==> src/rtl/leaf_user_in_fifo.sv <==
// Elastic buffer between leaf_interface user outputs and an ap_fifo-style kernel read port.
// Optional statistics counters (word_cnt, stall_cnt) are enabled by defining LEAF_USER_IN_FIFO_STATS_EN.
module leaf_user_in_fifo #(
  parameter int PAYLOAD_BITS = 32,
  parameter int DEPTH_BITS   = 4
) (
  input  logic                    clk_user,
  input  logic                    reset,
  input  logic [PAYLOAD_BITS-1:0] dout_leaf_interface2user,
  input  logic                    vld_interface2user,
  output logic                    ack_user2interface,
  output logic [PAYLOAD_BITS-1:0] dout,
  output logic                    empty_n,
  input  logic                    rd_en,
`ifdef LEAF_USER_IN_FIFO_STATS_EN
  output logic [31:0]             word_cnt,
  output logic [31:0]             stall_cnt,
`endif
  output logic [DEPTH_BITS:0]     count
);

  localparam int DEPTH = 2 ** DEPTH_BITS;
  localparam int CNT_W = DEPTH_BITS + 1;
  localparam logic [CNT_W-1:0] FULL_CNT = CNT_W'(DEPTH);

  logic [PAYLOAD_BITS-1:0] mem [DEPTH];
  logic [DEPTH_BITS-1:0]   wr_ptr;
  logic [DEPTH_BITS-1:0]   rd_ptr;
  logic                    push;
  logic                    pop;

  // Handshake is driven purely from registered occupancy: no full or empty bypass.
  assign ack_user2interface = (count != FULL_CNT);
  assign empty_n            = (count != '0);
  assign push               = vld_interface2user && ack_user2interface;
  assign pop                = rd_en && empty_n;
  assign dout               = mem[rd_ptr];

  always_ff @(posedge clk_user) begin
    if (push) begin
      mem[wr_ptr] <= dout_leaf_interface2user;
    end
  end

  always_ff @(posedge clk_user) begin
    if (reset) begin
      wr_ptr <= '0;
      rd_ptr <= '0;
      count  <= '0;
    end else begin
      if (push) begin
        wr_ptr <= wr_ptr + DEPTH_BITS'(1);
      end
      if (pop) begin
        rd_ptr <= rd_ptr + DEPTH_BITS'(1);
      end
      if (push && !pop) begin
        count <= count + CNT_W'(1);
      end else if (pop && !push) begin
        count <= count - CNT_W'(1);
      end
    end
  end

`ifdef LEAF_USER_IN_FIFO_STATS_EN
  function automatic logic [31:0] sat_inc(input logic [31:0] v);
    return (v == 32'hFFFF_FFFF) ? v : v + 32'd1;
  endfunction

  // word_cnt wraps naturally; stall_cnt sticks at all-ones.
  always_ff @(posedge clk_user) begin
    if (reset) begin
      word_cnt  <= '0;
      stall_cnt <= '0;
    end else begin
      if (push) begin
        word_cnt <= word_cnt + 32'd1;
      end
      if (vld_interface2user && !ack_user2interface) begin
        stall_cnt <= sat_inc(stall_cnt);
      end
    end
  end
`endif

endmodule

==> config.mk <==
export PLATFORM = sky130hd
export DESIGN_NAME = leaf_user_in_fifo
export DESIGN_NICKNAME = d
export VERILOG_FILES = /design/src/rtl/leaf_user_in_fifo.sv
export SDC_FILE = /design/constraint.sdc
export NUM_CORES = 1
export LEC_CHECK = 0
export CORE_MARGIN = 2
export CORE_UTILIZATION = 50
export CTS_CLUSTER_DIAMETER = 30
export DETAILED_ROUTE_END_ITERATION = 16
export PLACE_DENSITY = 0.69
export REMOVE_ABC_BUFFERS = 1
export SLEW_MARGIN = 15
export SYNTH_ARGS = -nofsm -noshare
export SYNTH_HDL_FRONTEND = slang
export SYNTH_SLANG_ARGS = --single-unit
==> constraint.sdc <==
create_clock -name clk_user -period 5.66 [get_ports clk_user]
set_input_delay 0.566 -clock clk_user [delete_from_list [all_inputs] [get_ports clk_user]]
set_output_delay 0.566 -clock clk_user [all_outputs]
set_load 0.02 [all_outputs]
Word level (Yosys, flattened, before mapping)
Memories as Yosys holds them, arrays and structs flattened. A register that Yosys moved wholly into a read port is not among the register bits.
Index checks and enable logic that the tools add are counted.
- add/sub/neg operators: 4
- eq/ne operators: 1
- multiplexer cells: 6
- reductions and logical operators: 8
- operator list (cell ; count):
    5-bit 2-to-1 mux ; 2
    4-bit by 1-bit adder with 4-bit output, second input constant ; 2
    4-bit 2-to-1 mux ; 2
    5-bit by 1-bit adder with 5-bit output, second input constant ; 1
    5-bit != test, second input constant ; 1
    5-bit nonzero test ; 1
    5-bit by 1-bit subtractor with 5-bit output, second input constant ; 1
    1-bit logical AND ; 4
    1-bit zero test ; 2
    1-bit 2-to-1 mux ; 2
    2-bit nonzero test ; 1
- bits in registers: 13
- bits in writable memories: 512
- bits of input ports: 36
- memories: 1
- memory list (memory ; words ; bits a word ; read ports ; clocked after Yosys merged registers in ; write ports ; RTL line ; text):
    mem ; 16 ; 32 ; 1 ; 1 ; 1 ; 26 ; logic [PAYLOAD_BITS-1:0] mem [DEPTH];

Logic depth before layout (Yosys ltp)
Gate-level depths: netlist of the first run.
- depth after elaboration: 6
- depth in mapped cells: 9
- gate-level depth less buffers: 9

Worst setup path after synthesis of the first run
OpenSTA, ideal clock, no wires.
- kind: register to register
- start: register count[0]
- end: memory mem[0][0] (enable)
- data arrival time: 3320 ps
- path slack: 1879 ps
- cell stages (with the launch flop): 5
- buffers on the path: 0
- clock period less this slack: 3781 ps
- cells stage by stage: dfxtp_1 > nor4_1 > a21boi_2 > nand2_1 > nor3_1
- longest elaborated chain between the ends: 4
- ends and longest elaborated chain (what ; RTL line ; text):
    start, declared ; 19 ; output logic [DEPTH_BITS:0] count
    start signal, assigned ; 58 ; count <= count + CNT_W'(1);
    start signal, assigned ; 60 ; count <= count - CNT_W'(1);
    5-bit != test ; 33 ; assign ack_user2interface = (count != FULL_CNT);
    1-bit logical AND ; 35 ; assign push = vld_interface2user && ack_user2interface;
    named net push ; 29 ; logic push;
    1-bit 2-to-1 mux ; 40 ; if (push) begin
    1-bit 2-to-1 mux (not written as such) ; 41 ; mem[wr_ptr] <= dout_leaf_interface2user;
    end, declared ; 26 ;
The timed path passes the listed nets, and every way through them passes these cells.

==> flow_summary_export.csv, run 1 <==
group,metric,value,unit
logic_synthesis,muxShareOfSynthArea,14.6,%
sta,hold_violations,0,
logic_synthesis,yosysWarnings,0,
die,die_h,204,um
logic_synthesis,synthXorXnorAreaFrac,0.350,%
power_and_ir_drop,cell_internal_pwr,9.40,mW
cells_and_area,fill_cells,2627,
power_and_ir_drop,power_density,507,nW/um2
sta,fmax,252,MHz
sta,rsz0062_at_grt,"no",
sta,clock-skew-final,0.0237,ns
clock_network,clock_latency,0.62,ns
power_and_ir_drop,p_switching,3.28,mW
logic_synthesis,yosys.area_share.adder,0.662,%
logic_synthesis,syn_avg_cell_area,22.4,um2
cells_and_area,fin_nets,1094,
route,drt-wirelength-per-cell,26.6,um
power_and_ir_drop,pwr-share-seq,36.4,%
die,core,39600,um2
worst_hold_path,whs_path_depth,2,
sta,period_minus_slack,3.96,ns
power_and_ir_drop,pwr-share-clk,46.5,%
worst_setup_path,critPathKind,"reg2out",
clock_network,cts_hold_buffers,0,
global_route,grt_pass1_vias,10400,
global_route,grt_max_degree,78,
sta,fin_crit_sh,70.0,%
logic_synthesis,synth_area_leader_cell,"edfxtp_1",
run,max-cap-violations,0,
route,drtIter0Drc,930,
die,die_width,204,um
sta,relSlewSlack,27.4,%
clock_network,cts_buffer_depth,3,
clock_network,cts_buffers,104,
power_and_ir_drop,peakVddDrop,0.000371,V
logic_synthesis,synth_seq_area_share,78.5,%
worst_hold_path,min-delay-path-class,"reg2reg",
logic_synthesis,synth_edf_count,512,
logic_synthesis,synth_top_area_share,76.8,%
logic_synthesis,netlist_instances,894,
cells_and_area,fin_util,63.0,%
logic_synthesis,ys_async_sr_fraction,0,%
global_route,grt_first_pass_wirelength,65400,um
worst_setup_path,critPathMaxFanout,77,
power_and_ir_drop,p_sw_share,25.8,%
placement,gp_congestion,0.735,
worst_setup_path,end_kind,"output port",
clock_network,cts-root-buf,"clkbuf_16",
die,rows,73,
worst_setup_path,r2r_start,"count[3]",
cells_and_area,final_layout_size_suffix_gt1_share,30.7,%
sta,setup_violations,0,
placement,place_ws,2.30,ns
worst_setup_path,worst_r2r_path_depth,9,
worst_setup_path,start_kind,"register",
route,postRouteAntennaNets,0,
cells_and_area,area_growth,24.8,%
global_route,grt_use_total,21.8,%
clock_network,clock_sinks,529,
global_route,antenna_found_initial,3,
sta,slew_violations,0,
die,start_util,50.5,%
logic_synthesis,yosysUniqueCellTypes,35,
placement,io_buffers,74,
worst_hold_path,holdCritStartpoint,"rd_ptr[2]",
route,vias,9844,
logic_synthesis,synth_seq_cells,529,
die,die_area,41700,um2
power_and_ir_drop,p_total,12.7,mW
placement,dp_hpwl,20600,um
clock_network,h-tree-depth,3,
route,dr.pass1.iters,5,
cells_and_area,register_area,15700,um2
logic_synthesis,syn_area,20000,um2
sta,worst_slew_pin_slew,1.09,ns
sta,hold_slack,0.548,ns
logic_synthesis,synthSimpleGateAreaFrac,1.84,%
logic_synthesis,synth_top_family_by_area,"multiplexers",
clock_network,cts_resized,0,
power_and_ir_drop,power_frac_comb,17.1,%
route,drc,0,
logic_synthesis,synthFlopType,"edfxtp_1",
logic_synthesis,synth_compound_area_share,2.86,%
cells_and_area,multi_input_area,4200,um2
route,avgViaCountPerCell,5.91,
route,routed_wl,44300,um
worst_setup_path,r2r_end,"count[4]",
power_and_ir_drop,p_leak,8.09,nW
global_route,grt-ovfl-total,0,
worst_setup_path,cp.arrival,3.40,ns
clock_network,cts.clk_slew.worst_paths,0.05,ns
clock_network,cts_setup_buffers,0,
logic_synthesis,synthTopCellsByArea,"edfxtp_1, mux4_2, a22oi_1, dfxtp_1, nand2_1",
worst_setup_path,r2r_slack,2.78,ns
worst_hold_path,min_to,"rd_ptr[2]",
die,io_pins,75,
worst_setup_path,worstPathRequired,5.09,ns
sta,layout_setup_ws,1.70,ns
clock_network,cts_tree,"built",
outcome,outcome,"complete, no violations",
-- power groups by stage --
stage / logic [mW] / registers (mW) / clock network (mW)
2_1_floorplan: 1.48 / 4.85 / 0
3_3_place_gp: 2.17 / 4.68 / 0
3_5_place_dp: 2.18 / 4.69 / 0
4_1_cts: 2.20 / 4.62 / 5.97
5_1_grt: 2.32 / 4.63 / 6.16
6_report: 2.17 / 4.61 / 5.90
-- worst max path at each step --
stage	end	cells after the start
after floorplan	dout[0]	3
after global placement	dout[13]	5
after detailed placement	dout[26]	5
after CTS	dout[13]	5
after global routing	dout[13]	5
final	dout[26]	5
-- placed cells by master, fill, tap and decap left out, types with 3 or more instances in the layout --
master / n
edfxtp_1: 512
mux4_2: 128
clkbuf_16: 105
clkdlybuf4s50_1: 74
a22oi_1: 64
nand2_1: 39
buf_4: 20
nor2_1: 17
clkinv_2: 17
inv_6: 16
dfxtp_1: 15
clkinv_1: 14
nor2_4: 13
clkinvlp_4: 12
clkbuf_1: 11
clkinv_4: 10
ha_1: 9
bufinv_16: 9
xor2_1: 6
inv_1: 4
nor3_2: 4
a21oi_1: 3
mux2i_1: 3
o211ai_1: 3
buf_12: 3
-- layer usage --
metal,vias to the layer above,global-route usage (%),routed length (um)
met5,-,0,27
met2,449,34.3,21800
met4,4,7.56,791
met3,63,5.60,3430
li1,4142,-,-
met1,5186,30.0,18200
-- sequential cells by signal, indices dropped and copies added (netlist names), named ones only --
register	count
count	5
rd_ptr	4
wr_ptr	4
mem	512
-- final cells by class --
cell class / count / area share [%]
timing repair buffer: 97 / 3.81
clock inverter: 80 / 3.06
sequential: 529 / 62.9
tap: 525 / 2.63
clock buffer: 116 / 10.7
multi-input combinational: 312 / 16.8
inverter: 4 / 0.0601
antenna: 2 / 0.0200
-- cell usage after synthesis, types with 2 or more instances --
| cell type | instances |
|---|---|
| nor2_1 | 30 |
| and3_1 | 2 |
| buf_2 | 7 |
| mux4_2 | 128 |
| inv_1 | 4 |
| xor2_1 | 6 |
| mux2i_1 | 3 |
| dfxtp_1 | 17 |
| a22oi_1 | 64 |
| buf_4 | 9 |
| xnor2_1 | 2 |
| nor2b_1 | 2 |
| clkbuf_1 | 22 |
| nor4_1 | 2 |
| ha_1 | 9 |
| nand2b_1 | 2 |
| a21oi_1 | 3 |
| nand2_1 | 39 |
| o211ai_1 | 3 |
| buf_1 | 11 |
| edfxtp_1 | 512 |
| nor3_1 | 4 |
-- metrics by stage --
step / cells / TNS [ns] / area, um2
floorplan: 845 / -38.69 / 19800
global placement: 1467 / 0 / 21500
detailed placement: 1467 / 0 / 21500
CTS: 1663 / 0 / 25000
global route: 1663 / 0 / 25000
finish: 1665 / 0 / 25000
-- worst max-delay path: stages, from the launching register on --
cell and delay (ns):
dfxtp_4 0.85, buf_12 0.44, mux4_2 0.39, a22oi_1 0.33, nand2_1 0.12, clkdlybuf4s50_1 0.55
-- kinds of logic after synthesis --
logic type	count (synthesis)
XOR/XNOR	8
buffers and inverters	53
AND/OR/NAND/NOR	86
AO/OA/AOI/OAI	76
multiplexers	132
adder cells (fa/ha/maj)	10
flip-flops	529
(Power assumes the default switching activity.)
==> inputs of run 2 (changes only) <==
- clock period: 5.66 -> 3.88 ns (I/O delays scaled with it)
==> flow_summary_export.csv, run 2 (synthesized netlist as in run 1, its figures left out) <==
group,metric,value,unit
clock_network,cts-root-buf,"clkbuf_16",
worst_setup_path,path_cells,"buf_12 > mux4_2 > a22oi_1 > nand2_1 > clkdlybuf4s50_1",
cells_and_area,top_register,"mem",
sta,rsz0062_at_grt,"no",
cells_and_area,final_layout_size_suffix_gt1_share,30.4,%
sta,relSlewSlack,46.9,%
clock_network,cts_resized,0,
clock_network,cts_setup_buffers,0,
cells_and_area,fin_nets,1097,
sta,period_minus_slack,3.45,ns
sta,worst_slew_pin_slew,0.795,ns
route,postRouteAntennaNets,0,
worst_hold_path,min-delay-path-class,"reg2reg",
clock_network,clock_sinks,529,
worst_setup_path,end_kind,"output port",
worst_setup_path,slowest_stage,"dfxtp_4",
clock_network,cts_tree,"built",
clock_network,clock_latency,0.63,ns
die,io_pins,75,
route,wl_met1,17700,um
sta,hold_violations,0,
route,highest_layer,"met5",
worst_setup_path,start_kind,"register",
worst_setup_path,r2r_end,"count[4]",
worst_setup_path,crit_end,"dout[30]",
global_route,antenna_found_initial,3,
placement,gp_congestion,0.735,
route,dr.pass1.iters,5,
power_and_ir_drop,peakVddDrop,0.000442,V
clock_network,h-tree-depth,3,
worst_setup_path,worst_r2r_path_depth,9,
clock_network,cts_buffers,94,
sta,setup_violations,0,
route,routed_wl,44000,um
route,drt-wirelength-per-cell,26.6,um
worst_setup_path,critPathKind,"reg2out",
power_and_ir_drop,cell_internal_pwr,13.7,mW
cells_and_area,mostFrequentLayoutCells,"edfxtp_1, mux4_2, clkbuf_16",
die,start_util,50.5,%
route,drc,0,
clock_network,cts_hold_buffers,0,
cells_and_area,final_cells,1654,
cells_and_area,area_growth,25.0,%
worst_setup_path,r2r_start,"count[0]",
worst_setup_path,worstPathRequired,3.49,ns
sta,fmax,290,MHz
cells_and_area,stdcell_area,25000,um2
die,die_h,204,um
sta,fin_crit_sh,89.0,%
worst_setup_path,critPathMaxFanout,39,
route,avgViaCountPerCell,5.92,
power_and_ir_drop,power_density,734,nW/um2
cells_and_area,diodes,0,
route,vias,9791,
placement,dpl.cell_count,1480,
worst_setup_path,r2r_slack,1.08,ns
run,max-cap-violations,0,
global_route,grt_first_pass_wirelength,66500,um
cells_and_area,top_regs,"mem: 512 flops, count: 5 flops",
clock_network,cts.clk_slew.worst_paths,0.05,ns
power_and_ir_drop,pwr-share-clk,45.9,%
global_route,grt-ovfl-total,0,
cells_and_area,fill_cells,2588,
placement,io_buffers,74,
route,wl_met3,3270,um
placement,dp_hpwl,22500,um
route,met2_length,22300,um
die,core,39600,um2
global_route,grt_pass1_vias,10500,
power_and_ir_drop,p_sw_share,25.2,%
outcome,outcome,"complete, no violations",
sta,slew_violations,0,
power_and_ir_drop,pwr-share-seq,36.3,%
power_and_ir_drop,p_leak,8.10,nW
worst_setup_path,cp.arrival,3.06,ns
cells_and_area,mostFrequentLayoutCell,"edfxtp_1",
cells_and_area,largest_reg_flops,512,
power_and_ir_drop,power_frac_comb,17.8,%
global_route,grt_max_degree,45,
route,drtIter0Drc,1198,
sta,clock-skew-final,0.0228,ns
placement,placed_area,21700,um2
die,die_area,41700,um2
clock_network,cts_buffer_depth,3,
die,die_width,204,um
global_route,grt_use_total,22.1,%
worst_setup_path,worst_path_largest_cell_delay,0.75,ns
power_and_ir_drop,p_switching,4.62,mW
die,rows,73,
run 2: cell count changes in the layout (fill, tap and decap cells not counted), sizes merged:
cell,delta
buf,+13
clkbuf,-11
clkinv,-10
bufinv,+7
inv,-6
clkinvlp,-2
diode,-2
run 2: power by group through the flow:
| stage | Sequential [mW] | Clock (mW) | Combinational [mW] |
|---|---|---|---|
| after CTS | 6.67 | 8.53 | 3.33 |
| after global placement | 6.76 | 0 | 3.27 |
| after detailed placement | 6.77 | 0 | 3.30 |
| after global routing | 6.69 | 8.81 | 3.53 |
| after floorplan | 7.05 | 0 | 2.04 |
| final | 6.67 | 8.43 | 3.27 |
run 2: critical path: cells and delay by family, from the launching register on:
family	cells	cell delay (ns)
flip-flops	1	0.75
AO/OA/AOI/OAI	1	0.27
multiplexers	1	0.34
buffers and inverters	2	0.88
AND/OR/NAND/NOR	1	0.18
run 2: layer usage:
| metal | global-route usage, % | vias up |
|---|---|---|
| met4 | 6.78 | 4 |
| li1 | - | 4120 |
| met5 | 0 | - |
| met2 | 35.4 | 386 |
| met1 | 30.4 | 5212 |
| met3 | 5.34 | 69 |
run 2: worst min path at each step:
stage / cells after the start / end / from
finish: 2 / rd_ptr[3] / rd_ptr[3]
global route: 2 / register / rd_ptr[3]
CTS: 4 / wr_ptr[3] / vld_interface2user
detailed placement: 2 / register / rd_ptr[3]
global placement: 2 / rd_ptr[3] / rd_ptr[3]
floorplan: 1 / register / reset
run 2: per-stage QoR:
step           hold WS, ns  util (%)  setup slack [ns]  setup TNS [ns]  power (mW)
6_report             0.543      63.1             0.427               0        18.4
5_1_grt              0.590      63.1             0.209               0        19.0
2_1_floorplan        0.460         -             -2.81          -89.96        9.08
3_3_place_gp         0.510      54.8              1.04               0        10.0
3_5_place_dp         0.536      54.8             0.959               0        10.1
4_1_cts              0.542      63.1             0.344               0        18.5
run 2: cell type report:
type	count	area, um2	share of cell area (%)
Clock buffer	105	2410	9.65
Clock inverter	69	886	3.54
Inverter	4	15.0	0.0600
Multi-Input combinational cell	312	4200	16.8
Sequential cell	529	15700	62.8
Tap cell	525	657	2.62
Timing Repair Buffer	110	1140	4.54
==> inputs of run 3 (changes only) <==
- CAP_MARGIN: not set -> 20
- PLACE_DENSITY: 0.69 -> 0.66
- clock period: 3.88 -> 4.19 ns (I/O delays scaled with it)
==> flow_summary_export.csv, run 3 (synthesized netlist as in run 1, its figures left out) <==
group,metric,value,unit
outcome,outcome,"complete, no violations",
cells_and_area,mostFrequentLayoutCells,"edfxtp_1, mux4_2, clkbuf_16",
global_route,antenna_found_initial,2,
global_route,grt_use_total,21.3,%
sta,worst_slew_pin_slew,0.793,ns
die,die_area,41700,um2
global_route,grt_max_degree,48,
sta,hold_violations,0,
die,die_h,204,um
die,core,39600,um2
sta,period_minus_slack,3.63,ns
worst_hold_path,min-delay-path-class,"reg2reg",
clock_network,cts_setup_buffers,0,
worst_setup_path,cp.arrival,3.21,ns
route,routed_wl,42800,um
cells_and_area,final_layout_size_suffix_gt1_share,30.8,%
sta,fin_crit_sh,86.7,%
die,rows,73,
route,postRouteAntennaNets,0,
route,drt-wirelength-per-cell,25.7,um
route,vias,9795,
cells_and_area,fin_nets,1104,
worst_setup_path,critPathMaxFanout,35,
cells_and_area,top_register,"mem",
route,drtIter0Drc,971,
cells_and_area,diodes,0,
power_and_ir_drop,peakVddDrop,0.000414,V
sta,clock-skew-final,0.0186,ns
clock_network,clock_latency,0.63,ns
placement,place_ws,1.14,ns
sta,fin_tns_setup,0,ns
sta,setup_violations,0,
worst_setup_path,worstPathRequired,3.77,ns
sta,slew_violations,0,
die,io_pins,75,
cells_and_area,stdcell_area,25200,um2
route,drc,0,
cells_and_area,area_growth,25.9,%
clock_network,clock_sinks,529,
placement,io_buffers,74,
clock_network,cts_buffers,103,
worst_setup_path,critPathKind,"reg2out",
power_and_ir_drop,p_leak,8.20,nW
die,die_width,204,um
route,avgViaCountPerCell,5.87,
clock_network,cts_hold_buffers,0,
cells_and_area,top_regs,"mem: 512 flops, count: 5 flops",
cells_and_area,fin_util,63.6,%
run,max-cap-violations,0,
sta,hold_slack,0.542,ns
route,dr.pass1.iters,5,
global_route,grt_pass1_vias,10300,
clock_network,cts_buffer_depth,3,
power_and_ir_drop,power_density,688,nW/um2
placement,gp_congestion,0.721,
clock_network,cts.clk_slew.worst_paths,0.04,ns
global_route,grt_first_pass_wirelength,63800,um
sta,rsz0062_at_grt,"no",
worst_setup_path,end_kind,"output port",
worst_setup_path,r2r_slack,1.30,ns
sta,relSlewSlack,47.0,%
clock_network,h-tree-depth,3,
sta,layout_setup_ws,0.556,ns
clock_network,cts-root-buf,"clkbuf_16",
worst_setup_path,start_kind,"register",
global_route,grt-ovfl-total,0,
cells_and_area,largest_reg_flops,512,
sta,fmax,275,MHz
placement,placed_area,21700,um2
clock_network,cts_tree,"built",
placement,dpl.cell_count,1478,
cells_and_area,mostFrequentLayoutCell,"edfxtp_1",
die,start_util,50.5,%
power_and_ir_drop,p_total,17.3,mW
placement,dp_hpwl,21200,um
cells_and_area,final_cells,1668,
clock_network,cts_resized,0,
run 3: path summary, 6_finish.rpt:
path / start / to / cells past startpoint
setup / recovery: register / dout[8] / 5
hold / removal: rd_ptr[3] / register / 2
setup reg to reg: count[0] / count[4] / 9
hold reg to reg: rd_ptr[3] / register / 2
run 3: where the power goes:
group / internal, mW / leakage, nW / switching, mW / total, mW
logic: 1.53 / 1.74 / 1.40 / 2.93
clock network: 5.51 / 1.69 / 2.66 / 8.17
registers: 6.03 / 4.76 / 0.218 / 6.24
run 3: per-layer routing:
metal | GRT usage, % | vias to the layer above | share of wire [%]
li1 | - | 4151 | -
met2 | 32.4 | 375 | 48
met1 | 30.7 | 5183 | 43
met4 | 6.91 | 4 | 2.0
met5 | 0 | - | 0.054
met3 | 5.33 | 82 | 7.3
run 3: final cells by class:
class,count,area (um2)
tap,525,657
fill,2640,14400
multi-input combinational,312,4200
clock inverter,69,867
inverter,4,15.0
sequential,529,15700
clock buffer,121,2650
timing repair buffer,108,1110
run 3: worst max-delay path, cell delays in order (launching register included):
cell             delay (ns)
dfxtp_4                0.73
buf_12                 0.36
mux4_2                 0.54
a22oi_1                0.21
nand2_1                0.17
clkdlybuf4s50_1        0.58
